[src/rtl/branch_pkg.sv]
// Shared types for the branch predictor and the Execute-stage resolver.
// Latency: n/a (types and constants only).
// Backpressure: n/a.
package branch_pkg;

    // Default width of the local predictor table index.
    localparam int IDX_W_DEF = 8;

    // 2-bit saturating predictor state. The MSB is the taken prediction.
    typedef enum logic [1:0] {
        SU = 2'b00,  // strongly untaken
        WU = 2'b01,  // weakly untaken
        WT = 2'b10,  // weakly taken
        ST = 2'b11   // strongly taken
    } pred_state_t;

    // Update strobe sent from the resolver back to the predictor table.
    typedef struct packed {
        logic                 en;
        logic [IDX_W_DEF-1:0] idx;
        logic                 taken;
    } update_t;

    function automatic logic pred_of(input pred_state_t s);
        return s[1];
    endfunction

endpackage

[src/rtl/sat_counter.sv]
// Saturating up-counter with synchronous clear; holds at all-ones.
// Latency: count is registered, visible the cycle after inc/clr.
// Backpressure: none; clr overrides a same-cycle inc.
// Ports: clk_i, reset_i (async, active-high), inc, clr, count[W-1:0].
module sat_counter #(
    parameter int W = 32
) (
    input  logic         clk_i,
    input  logic         reset_i,
    input  logic         inc,
    input  logic         clr,
    output logic [W-1:0] count
);

    always_ff @(posedge clk_i or posedge reset_i) begin
        if (reset_i) begin
            count <= '0;
        end else if (clr) begin
            count <= '0;
        end else if (inc && (count != {W{1'b1}})) begin
            count <= count + 1'b1;
        end
    end

endmodule

[src/rtl/branch_resolver.sv]
// Carries branch predictions from Decode to Execute, resolves them, redirects fetch and trains the predictor.
// Latency: redirect and update strobe are combinational from the E register (zero added cycles); counters registered.
// Backpressure: stall_e_i holds the E register and suppresses resolution; flush_e_i invalidates the load.
// Ports: D-side branch info in, E-side outcome/target in, redirect + predictor update + perf counters out.
module branch_resolver
    import branch_pkg::*;
#(
    parameter int IDX_W = IDX_W_DEF,
    parameter int CNT_W = 32
) (
    input  logic             clk_i,
    input  logic             reset_i,
    input  logic             stall_e_i,
    input  logic             flush_e_i,
    input  logic             branch_d_i,
    input  logic             pred_taken_d_i,
    input  logic [IDX_W-1:0] pred_idx_d_i,
    input  logic [31:0]      pc_plus4_d_i,
    input  logic             taken_e_i,
    input  logic [31:0]      pc_target_e_i,
    input  logic             cnt_clr_i,
    output logic             redirect_o,
    output logic [31:0]      redirect_pc_o,
    output logic             update_en_o,
    output logic [IDX_W-1:0] update_idx_o,
    output logic             update_taken_o,
    output logic [CNT_W-1:0] branch_cnt_o,
    output logic [CNT_W-1:0] mispred_cnt_o
);

    logic             valid_e;
    logic             pred_e;
    logic [IDX_W-1:0] idx_e;
    logic [31:0]      pc_plus4_e;

    logic    resolve;
    logic    mispredict;
    update_t upd;

    // D->E register. Flush beats stall; flushed entries only need valid cleared.
    always_ff @(posedge clk_i or posedge reset_i) begin
        if (reset_i) begin
            valid_e    <= 1'b0;
            pred_e     <= 1'b0;
            idx_e      <= '0;
            pc_plus4_e <= '0;
        end else if (flush_e_i) begin
            valid_e    <= 1'b0;
        end else if (!stall_e_i) begin
            valid_e    <= branch_d_i;
            pred_e     <= pred_taken_d_i;
            idx_e      <= pred_idx_d_i;
            pc_plus4_e <= pc_plus4_d_i;
        end
    end

    // A branch resolves only in the cycle it leaves Execute, so a stalled
    // branch strobes exactly once. Flush does not gate this: it kills the
    // instruction behind, not the one being resolved.
    assign resolve    = valid_e & ~stall_e_i;
    assign mispredict = resolve & (pred_e != taken_e_i);

    // Outcome is masked by valid_e so nothing leaks out while the stage is empty
    // (including during reset).
    always_comb begin
        upd       = '0;
        upd.en    = resolve;
        upd.idx   = idx_e;
        upd.taken = taken_e_i & valid_e;
    end

    assign update_en_o    = upd.en;
    assign update_idx_o   = upd.idx;
    assign update_taken_o = upd.taken;

    assign redirect_o    = mispredict;
    assign redirect_pc_o = !valid_e  ? 32'h0 :
                           taken_e_i ? pc_target_e_i : pc_plus4_e;

    sat_counter #(.W(CNT_W)) u_branch_cnt (
        .clk_i   (clk_i),
        .reset_i (reset_i),
        .inc     (resolve),
        .clr     (cnt_clr_i),
        .count   (branch_cnt_o)
    );

    sat_counter #(.W(CNT_W)) u_mispred_cnt (
        .clk_i   (clk_i),
        .reset_i (reset_i),
        .inc     (mispredict),
        .clr     (cnt_clr_i),
        .count   (mispred_cnt_o)
    );

endmodule

[config.mk]
export PLATFORM = sky130hd
export DESIGN_NAME = branch_resolver
export DESIGN_NICKNAME = d
export VERILOG_FILES = /design/src/rtl/branch_pkg.sv /design/src/rtl/sat_counter.sv /design/src/rtl/branch_resolver.sv
export SDC_FILE = /design/constraint.sdc
export NUM_CORES = 1
export LEC_CHECK = 0
export ABC_AREA = 1
export CAP_MARGIN = 40
export CORE_MARGIN = 10
export CORE_UTILIZATION = 45
export DETAILED_ROUTE_END_ITERATION = 8
export DONT_BUFFER_PORTS = 1
export GPL_TIMING_DRIVEN = 0
export HOLD_SLACK_MARGIN = 0.1
export MAX_ROUTING_LAYER = met4
export PLACE_DENSITY_LB_ADDON = 0.12
export SLEW_MARGIN = 20
export SYNTH_ARGS = -nofsm -noshare
export SYNTH_HDL_FRONTEND = slang
export SYNTH_SLANG_ARGS = --single-unit
[constraint.sdc]
create_clock -name clk_i -period 4.78 [get_ports clk_i]
set_input_delay 0.717 -clock clk_i [delete_from_list [all_inputs] [get_ports clk_i]]
set_output_delay 0.717 -clock clk_i [all_outputs]
set_load 0.01 [all_outputs]
==> impl_metrics.csv, run 1 <==
group,metric,value,unit
setup_path,crit_type,"in -> out",
placed_design,io_buffers,0,
floorplanning,die-area,19700,µm²
clock_network,clock_latency,360,ps
finish,fin_nets,1021,
floorplanning,core-area,14000,µm²
floorplanning,die_y,140,µm
synthesis,yosysUniqueCellTypes,38,
setup_path,worstPathMaxFanout,10,
sta,setup_viol,0,
setup_path,cp-start-kind,"input pin",
sta,timing.setup.tns,0,ps
clock_network,clk_pin_slew,70,ps
sta,period_minus_slack,2500,ps
synthesis,synth_area,6520,µm²
clock_network,postCtsResizedCells,0,
synthesis,yosys_register_bits,106,
power_and_ir_drop,peakVddDrop,0.164,mV
global_routing,antenna_found_initial,0,
floorplanning,num_rows,43,
outcome,status,"completed",
sta,rsz0062_at_grt,"no",
drt,wl_per_cell,17.2,µm
synthesis,synth_top_area_share,40.7,%
global_routing,globalRoute.totalOverflow,0,
placed_design,gp_congestion,0.889,
drt,drc,0,
worst_hold_path,hold_class,"in -> async",
floorplanning,die_w,140,µm
finish,utilization,50.4,%
setup_path,worstPathRequired,4060,ps
clock_network,cts_root_buffer,"clkbuf_16",
sta,finalWorstSetupSlack,2280,ps
drt,via_count,5780,
global_routing,grt_max_degree,58,
clock_network,htree_levels,3,
clock_network,cts_buffer_depth,2,
clock_network,clock_sinks,106,
placed_design,hpwl,15100,µm
flow_run,drv_cap,0,
finish,drive_gt1_share,9.01,%
synthesis,yosysMostFrequentCell,"nand2_1",
sta,relSlewSlack,52.9,%
sta,final-hold-violation-count,0,
sta,hold_ws,243,ps
sta,slew_violations,0,
floorplanning,io_pins,187,
global_routing,grt_pass1_vias,5675,
power_and_ir_drop,p_total,0.00191,W
sta,period_share,52.4,%
synthesis,synth_area_leaders,"dfrtp_1 (41%), nand2_1 (18%), nor2_1 (7.0%)",
drt,routed_wirelength,19300,µm
synthesis,async_flop_share,100,%
synthesis,ys_seq_area_share,40.7,%
setup_path,arrival,1790,ps
synthesis,synth_commonest_cells,"nand2_1 (305), nor2_1 (122), dfrtp_1 (106), inv_1 (86), o21ai_0 (72)",
power_and_ir_drop,power_density,270,nW/µm²
sta,fmax,400,MHz
synthesis,ys.flop_type,"dfrtp_1",
drt,drt_iter0_drc,302,
clock_network,numCtsBuffers,9,
synthesis,post_synth.cell_area_avg,7.04,µm²
sta,worst_pin_slew,706,ps
synthesis,yosys.area.top_type,"dfrtp_1",
sta,skew,5.62,ps
drt,dr.pass1.iters,5,
finish,area_growth,8.62,%
global_routing,grt_pass1_wl,31200,µm
drt,antenna_left,0,
synthesis,syn_nets,1008,
clock_network,ctsHoldBuffers,0,
clock_network,cts_setup_buffers,0,
setup_path,end_kind,"output pin",
synthesis,synth-warning-count,0,
clock_network,tritoncts,"done",
power_and_ir_drop,leakagePower,3.06,nW
finish,diodes,0,
floorplanning,start_util,46.4,%
synthesis,synth_edf_count,0,
drt,avgViaCountPerCell,5.15,
synthesis,syn_inst,926,
placed_design,dpl_worst_slack,2290,ps
global_routing,grt_use_total,20.0,%
## flip-flops by register name, indices dropped and copies added (netlist names)
| signal | flops |
|---|---|
| pc_plus4_e | 32 |
| u_branch_cnt.count | 32 |
| u_mispred_cnt.count | 32 |
| update_idx_o | 8 |
| pred_e | 1 |
| valid_e | 1 |
## per-layer routing
layer / routed length, µm / up-vias / global-route usage [%]
met4: 297 / 0 / 4.67
met3: 1320 / 22 / 6.05
li1: - / 2966 / -
met2: 9490 / 152 / 33.1
met5: 0 / - / -
met1: 8160 / 2640 / 23.5
## final cells by class
type | count | area (µm²)
Buffer | 34 | 199
Sequential cell | 106 | 2650
Tap cell | 180 | 225
Multi-Input combinational cell | 696 | 3330
Fill cell | 1421 | 6960
Timing Repair Buffer | 2 | 38.8
Inverter | 90 | 344
Clock buffer | 10 | 239
Clock inverter | 5 | 53.8
## metrics by stage
| step | area [µm²] | instances |
|---|---|---|
| after floorplan | 6520 | 926 |
| after CTS | 7070 | 1122 |
| after detailed placement | 6780 | 1107 |
| after global routing | 7080 | 1123 |
| after global placement | 6740 | 1106 |
| final | 7080 | 1123 |
## worst max-delay path, stage by stage
cell and delay (ps):
inv_1 170, clkbuf_1 310, clkbuf_1 370, a21oi_1 210
## cells in the final DEF (no fill, tap or decap), drive strengths merged
cell type / netlist / final
ha: 2 / 2
o21bai: 5 / 5
bufinv: 0 / 1
nand2: 312 / 312
nor3: 4 / 4
nor2: 127 / 127
dfrtp: 106 / 106
o21ai: 83 / 83
inv: 88 / 89
a21oi: 37 / 37
nand3: 75 / 75
xor2: 16 / 16
nor3b: 1 / 1
xnor2: 3 / 3
nand3b: 2 / 2
or2: 2 / 2
mux2i: 1 / 1
a211oi: 1 / 1
clkinv: 2 / 5
nand4: 12 / 12
mux2: 13 / 13
clkbuf: 20 / 30
buf: 14 / 16
## power breakdown
group          internal, W  switching, W  leakage, nW
Sequential        0.000944     0.0000257         1.40
Clock             0.000417      0.000335        0.148
Combinational    0.0000567      0.000131         1.51
Total              0.00142      0.000492         3.06
## worst paths after layout
path	startpoint	end	slack, ps	cells past startpoint
setup / recovery	taken_e_i	redirect_pc_o[22]	2280	4
setup reg to reg	u_branch_cnt.count[1]	u_branch_cnt.count[14]	2630	12
max in group asynchronous	reset_i	pc_plus4_e[27]	3900	2
min in group clk_i	flush_e_i	valid_e	420	1
hold / removal	reset_i	u_mispred_cnt.count[20]	240	1
hold reg to reg	pc_plus4_e[0]	pc_plus4_e[0]	500	1
## cell families after synthesis
logic type | share of synthesized area [%]
fa+ha+maj | 0.384
xor+xnor | 2.55
compound gates | 10.7
flops | 40.7
buf+inv | 8.25
simple gates | 34.9
mux | 2.59
No activity file was read; power rests on OpenSTA's default activity.
==> run 2, diff against run 1 <==
==> constraint.sdc (replaced) <==
create_clock -name clk_i -period 2.1 [get_ports clk_i]
set_input_delay 0.315 -clock clk_i [delete_from_list [all_inputs] [get_ports clk_i]]
set_output_delay 0.315 -clock clk_i [all_outputs]
set_load 0.01 [all_outputs]
==> impl_metrics.csv, run 2 (same netlist as run 1, synthesis figures left out) <==
group,metric,value,unit
outcome,status,"completed",
power_and_ir_drop,power.share.sequential,47.8,%
placed_design,gp_congestion,0.903,
finish,layout_common_cells,"nand2_1 (305), nor2_1 (118), dfrtp_1 (101)",
worst_hold_path,hold_class,"in -> reg",
floorplanning,start_util,46.4,%
drt,antenna_left,0,
placed_design,dp.cells,1111,
global_routing,globalRoute.totalOverflow,0,
finish,drive_gt1_share,10.6,%
finish,utilization,54.6,%
power_and_ir_drop,peakVddDrop,0.388,mV
clock_network,numCtsBuffers,9,
global_routing,grt_max_degree,29,
drt,dr.pass1.iters,5,
drt,wl_per_cell,16.8,µm
sta,fmax,514,MHz
floorplanning,io_pins,187,
finish,top_regs,"pc_plus4_e x32, u_branch_cnt.count x32, u_mispred_cnt.count x32",
floorplanning,die_y,140,µm
sta,slew_violations,0,
clock_network,tritoncts,"done",
sta,period_minus_slack,1950,ps
clock_network,htree_levels,3,
power_and_ir_drop,p_total,0.00462,W
power_and_ir_drop,p_switching,0.00121,W
sta,worst_pin_slew,695,ps
power_and_ir_drop,p_comb_share,11.1,%
sta,skew,6.97,ps
flow_run,drv_cap,0,
drt,routed_wirelength,19800,µm
sta,setup_viol,0,
clock_network,clock_latency,360,ps
floorplanning,die_w,140,µm
finish,area_growth,17.6,%
setup_path,crit_type,"reg -> out",
clock_network,cts_buffer_depth,2,
global_routing,grt_pass1_vias,5672,
placed_design,hpwl,15200,µm
setup_path,worstPathRequired,1780,ps
sta,timing.setup.tns,0,ps
sta,period_share,92.7,%
power_and_ir_drop,power_density,602,nW/µm²
drt,drc,0,
placed_design,post_dp_cell_area,6860,µm²
floorplanning,die-area,19700,µm²
setup_path,worstPathMaxFanout,7,
setup_path,end_kind,"output pin",
finish,diodes,0,
clock_network,clk_pin_slew,80,ps
floorplanning,num_rows,43,
power_and_ir_drop,p_int,0.00341,W
finish,final_area,7660,µm²
finish,fin_cells,1173,
sta,relSlewSlack,53.7,%
drt,via_count,6068,
power_and_ir_drop,pwr-share-clk,41.0,%
finish,layout_commonest_cell,"nand2_1",
clock_network,cts_root_buffer,"clkbuf_16",
setup_path,arrival,1630,ps
global_routing,antenna_found_initial,0,
drt,avgViaCountPerCell,5.17,
sta,final-hold-violation-count,0,
global_routing,grt_use_total,20.1,%
placed_design,io_buffers,0,
power_and_ir_drop,leakagePower,3.29,nW
floorplanning,core-area,14000,µm²
finish,fillerInstances,1378,
clock_network,clock_sinks,106,
global_routing,grt_pass1_wl,31300,µm
drt,drt_iter0_drc,478,
setup_path,cp-start-kind,"flop",
power_and_ir_drop,swShare,26.2,%
finish,fin_nets,1070,
[run 2: cell type report]
type	instances	area [µm²]	share of cell area (%)
multi-input combinational	696	3350	43.7
sequential	106	2660	34.7
timing repair buffer	51	559	7.30
inverter	90	343	4.47
clock buffer	10	229	2.99
tap	180	225	2.94
buffer	34	201	2.63
clock inverter	6	97.6	1.27
[run 2: stage by stage]
step                worst slack (ps)  hold slack [ps]
finish                           153              107
global route                   -16.1              104
CTS                             6.49              101
detailed placement             -51.1              248
global placement                -152              391
floorplan                        323              387
[run 2: timing repair]
| action | 4_1_cts | 5_1_grt |
|---|---|---|
| setup buffers | 0 | 6 |
| hold endpoints to repair | 54 | 1 |
| pin swaps | 0 | 3 |
| setup endpoints to repair | 37 | 58 |
| resized for setup | 4 | 9 |
| hold buffers | 39 | 1 |
[run 2: final timing paths]
check / start / endpoint / slack (ps) / cells after the start
worst min register to register: pc_plus4_e[0] / pc_plus4_e[0] / 510 / 1
min in group asynchronous: reset_i / u_mispred_cnt.count[30] / 480 / 2
worst max register to register: u_branch_cnt.count[1] / u_branch_cnt.count[14] / 160 / 12
worst min-delay path: pc_plus4_d_i[0] / pc_plus4_e[0] / 110 / 1
max in group asynchronous: reset_i / u_branch_cnt.count[1] / 920 / 4
worst max-delay path: valid_e / redirect_o / 150 / 5
[run 2: per-layer routing]
layer	vias up	global-route usage, %	wire length, µm
met5	-	-	0
met4	0	6.63	332
met3	19	5.07	1220
met2	151	32.4	9670
met1	2830	24.0	8540
li1	3068	-	-
[run 2: power by group through the flow]
| stage | sequential [W] | clock, W | combinational [W] |
|---|---|---|---|
| after CTS | 0.00221 | 0.00194 | 0.000518 |
| final | 0.00221 | 0.00189 | 0.000513 |
| after global placement | 0.00225 | 0 | 0.000425 |
| after global routing | 0.00222 | 0.00201 | 0.000575 |
| after floorplan | 0.00223 | 0 | 0.000321 |
| after detailed placement | 0.00225 | 0 | 0.000454 |
[run 2: critical path: stages (launching register included)]
cell and delay (ps):
dfrtp_2 450, inv_2 50, or2_4 250, clkinv_2 110
nand2_2 80, a21oi_4 330
==> run 3, diff against run 2 <==
--- a/config.mk
+++ b/config.mk
@@ -7,8 +7,8 @@
 export LEC_CHECK = 0
 export ABC_AREA = 1
 export CAP_MARGIN = 40
-export CORE_MARGIN = 10
 export CORE_UTILIZATION = 45
+export CTS_BUF_LIST = sky130_fd_sc_hd__clkbuf_8 sky130_fd_sc_hd__clkbuf_16
 export DETAILED_ROUTE_END_ITERATION = 8
 export DONT_BUFFER_PORTS = 1
 export GPL_TIMING_DRIVEN = 0
==> impl_metrics.csv, run 3 (same netlist as run 1, synthesis figures left out) <==
group,metric,value,unit
outcome,status,"completed",
worst_hold_path,min_from,"pred_taken_d_i",
floorplanning,num_rows,43,
flow_run,drv_cap,0,
finish,drive_gt1_share,11.1,%
finish,top_regs,"pc_plus4_e x32, u_branch_cnt.count x32, u_mispred_cnt.count x32",
global_routing,globalRoute.totalOverflow,0,
finish,diodes,0,
placed_design,dpl_worst_slack,-92.6,ps
worst_hold_path,hold_class,"in -> reg",
sta,period_share,96.2,%
drt,drc,0,
global_routing,grt_pass1_wl,29000,µm
sta,rsz0062_at_grt,"no",
global_routing,antenna_found_initial,0,
placed_design,gp_congestion,0.873,
drt,antenna_left,0,
finish,multi_input_area,3360,µm²
setup_path,worstPathMaxFanout,7,
clock_network,htree_levels,3,
sta,worst_pin_slew,856,ps
drt,wl_per_cell,15.7,µm
placed_design,hpwl,13600,µm
setup_path,worstPathRequired,1780,ps
global_routing,grt_max_degree,34,
setup_path,reg2reg_to,"u_mispred_cnt.count[19]",
clock_network,cts_buffer_depth,2,
floorplanning,die-area,15000,µm²
drt,routed_wirelength,18400,µm
clock_network,clk_pin_slew,70,ps
drt,dr.pass1.iters,5,
finish,layout_common_cells,"nand2_1 (305), nor2_1 (116), dfrtp_1 (97)",
worst_hold_path,min_delay_worst_endpoint,"pred_e",
global_routing,grt_pass1_vias,5589,
clock_network,numCtsBuffers,9,
clock_network,clock_sinks,106,
placed_design,io_buffers,0,
setup_path,r2r_slack,110,ps
clock_network,tritoncts,"done",
finish,seqCellArea,2660,µm²
setup_path,crit_type,"reg -> out",
finish,area_growth,16.5,%
setup_path,cp-start-kind,"flop",
power_and_ir_drop,leakagePower,3.26,nW
worst_hold_path,min_path_cells,2,
clock_network,cts_root_buffer,"clkbuf_16",
floorplanning,core-area,14000,µm²
sta,final-hold-violation-count,0,
floorplanning,die_w,122,µm
setup_path,r2r_start,"valid_e",
finish,layout_commonest_cell,"nand2_1",
drt,avgViaCountPerCell,5.16,
sta,skew,7.73,ps
sta,period_minus_slack,2020,ps
clock_network,clock_latency,360,ps
drt,drt_iter0_drc,314,
floorplanning,start_util,46.6,%
setup_path,arrival,1710,ps
power_and_ir_drop,peakVddDrop,0.392,mV
global_routing,grt_use_total,25.8,%
power_and_ir_drop,power_density,578,nW/µm²
finish,utilization,54.3,%
finish,fillerInstances,1385,
floorplanning,io_pins,187,
sta,timing.setup.tns,0,ps
sta,fmax,495,MHz
sta,finalWorstSetupSlack,79.1,ps
finish,fin_nets,1068,
sta,relSlewSlack,42.9,%
sta,slew_violations,0,
floorplanning,die_y,122,µm
drt,via_count,6041,
sta,setup_viol,0,
setup_path,ff2ff_path_depth,10,
setup_path,end_kind,"output pin",
==> run 3: timing repair <==
action,CTS,global route
hold endpoints to repair,48,3
pin swaps,0,3
hold buffers,38,3
setup buffers,0,5
resized for setup,5,16
endpoints found under the setup margin,42,65
==> run 3: power by group <==
group | internal (W) | leakage, nW | switching, W
combinational | 0.000184 | 1.73 | 0.000315
sequential | 0.00215 | 1.39 | 0.0000588
clock | 0.000841 | 0.142 | 0.000844
==> run 3: cell type report <==
type	instances	area share, %
sequential	106	35.1
tap	180	2.97
buffer	34	2.64
inverter	90	4.52
multi-input combinational	696	44.2
timing repair buffer	49	6.69
clock inverter	7	0.890
clock buffer	9	2.97
==> run 3: worst max path at each step <==
stage	to	from	slack, ps
after floorplan	u_branch_cnt.count[14]	u_branch_cnt.count[1]	320
after global placement	pc_plus4_e[0]	reset_i	-150
after detailed placement	u_branch_cnt.count[19]	u_branch_cnt.count[1]	-90
after CTS	u_branch_cnt.count[11]	u_branch_cnt.count[1]	2
after global routing	u_branch_cnt.count[10]	u_branch_cnt.count[1]	5
final	redirect_o	valid_e	80
==> run 3: stage by stage <==
step	cells	total power (W)	hold slack (ps)	instance area, µm²
floorplan	926	0.00256	387	6520
CTS	1163	0.00445	100	7490
global route	1171	0.00461	106	7590
global placement	1106	0.00267	390	6750
finish	1171	0.00439	102	7590
detailed placement	1109	0.00269	186	6810
==> run 3: critical path, cell delays in order, from the launching register on <==
cell	delay, ps
dfrtp_1	540
inv_2	60
or2_4	250
clkinv_2	100
nand2_2	70
a21oi_4	320
==> run 3: layer usage <==
layer	part of all wire (%)	vias up	track usage [%]
met3	6.8	22	7.30
met2	48	173	41.6
met1	44	2791	31.6
met5	0	-	-
met4	1.7	0	7.09
li1	-	3055	-
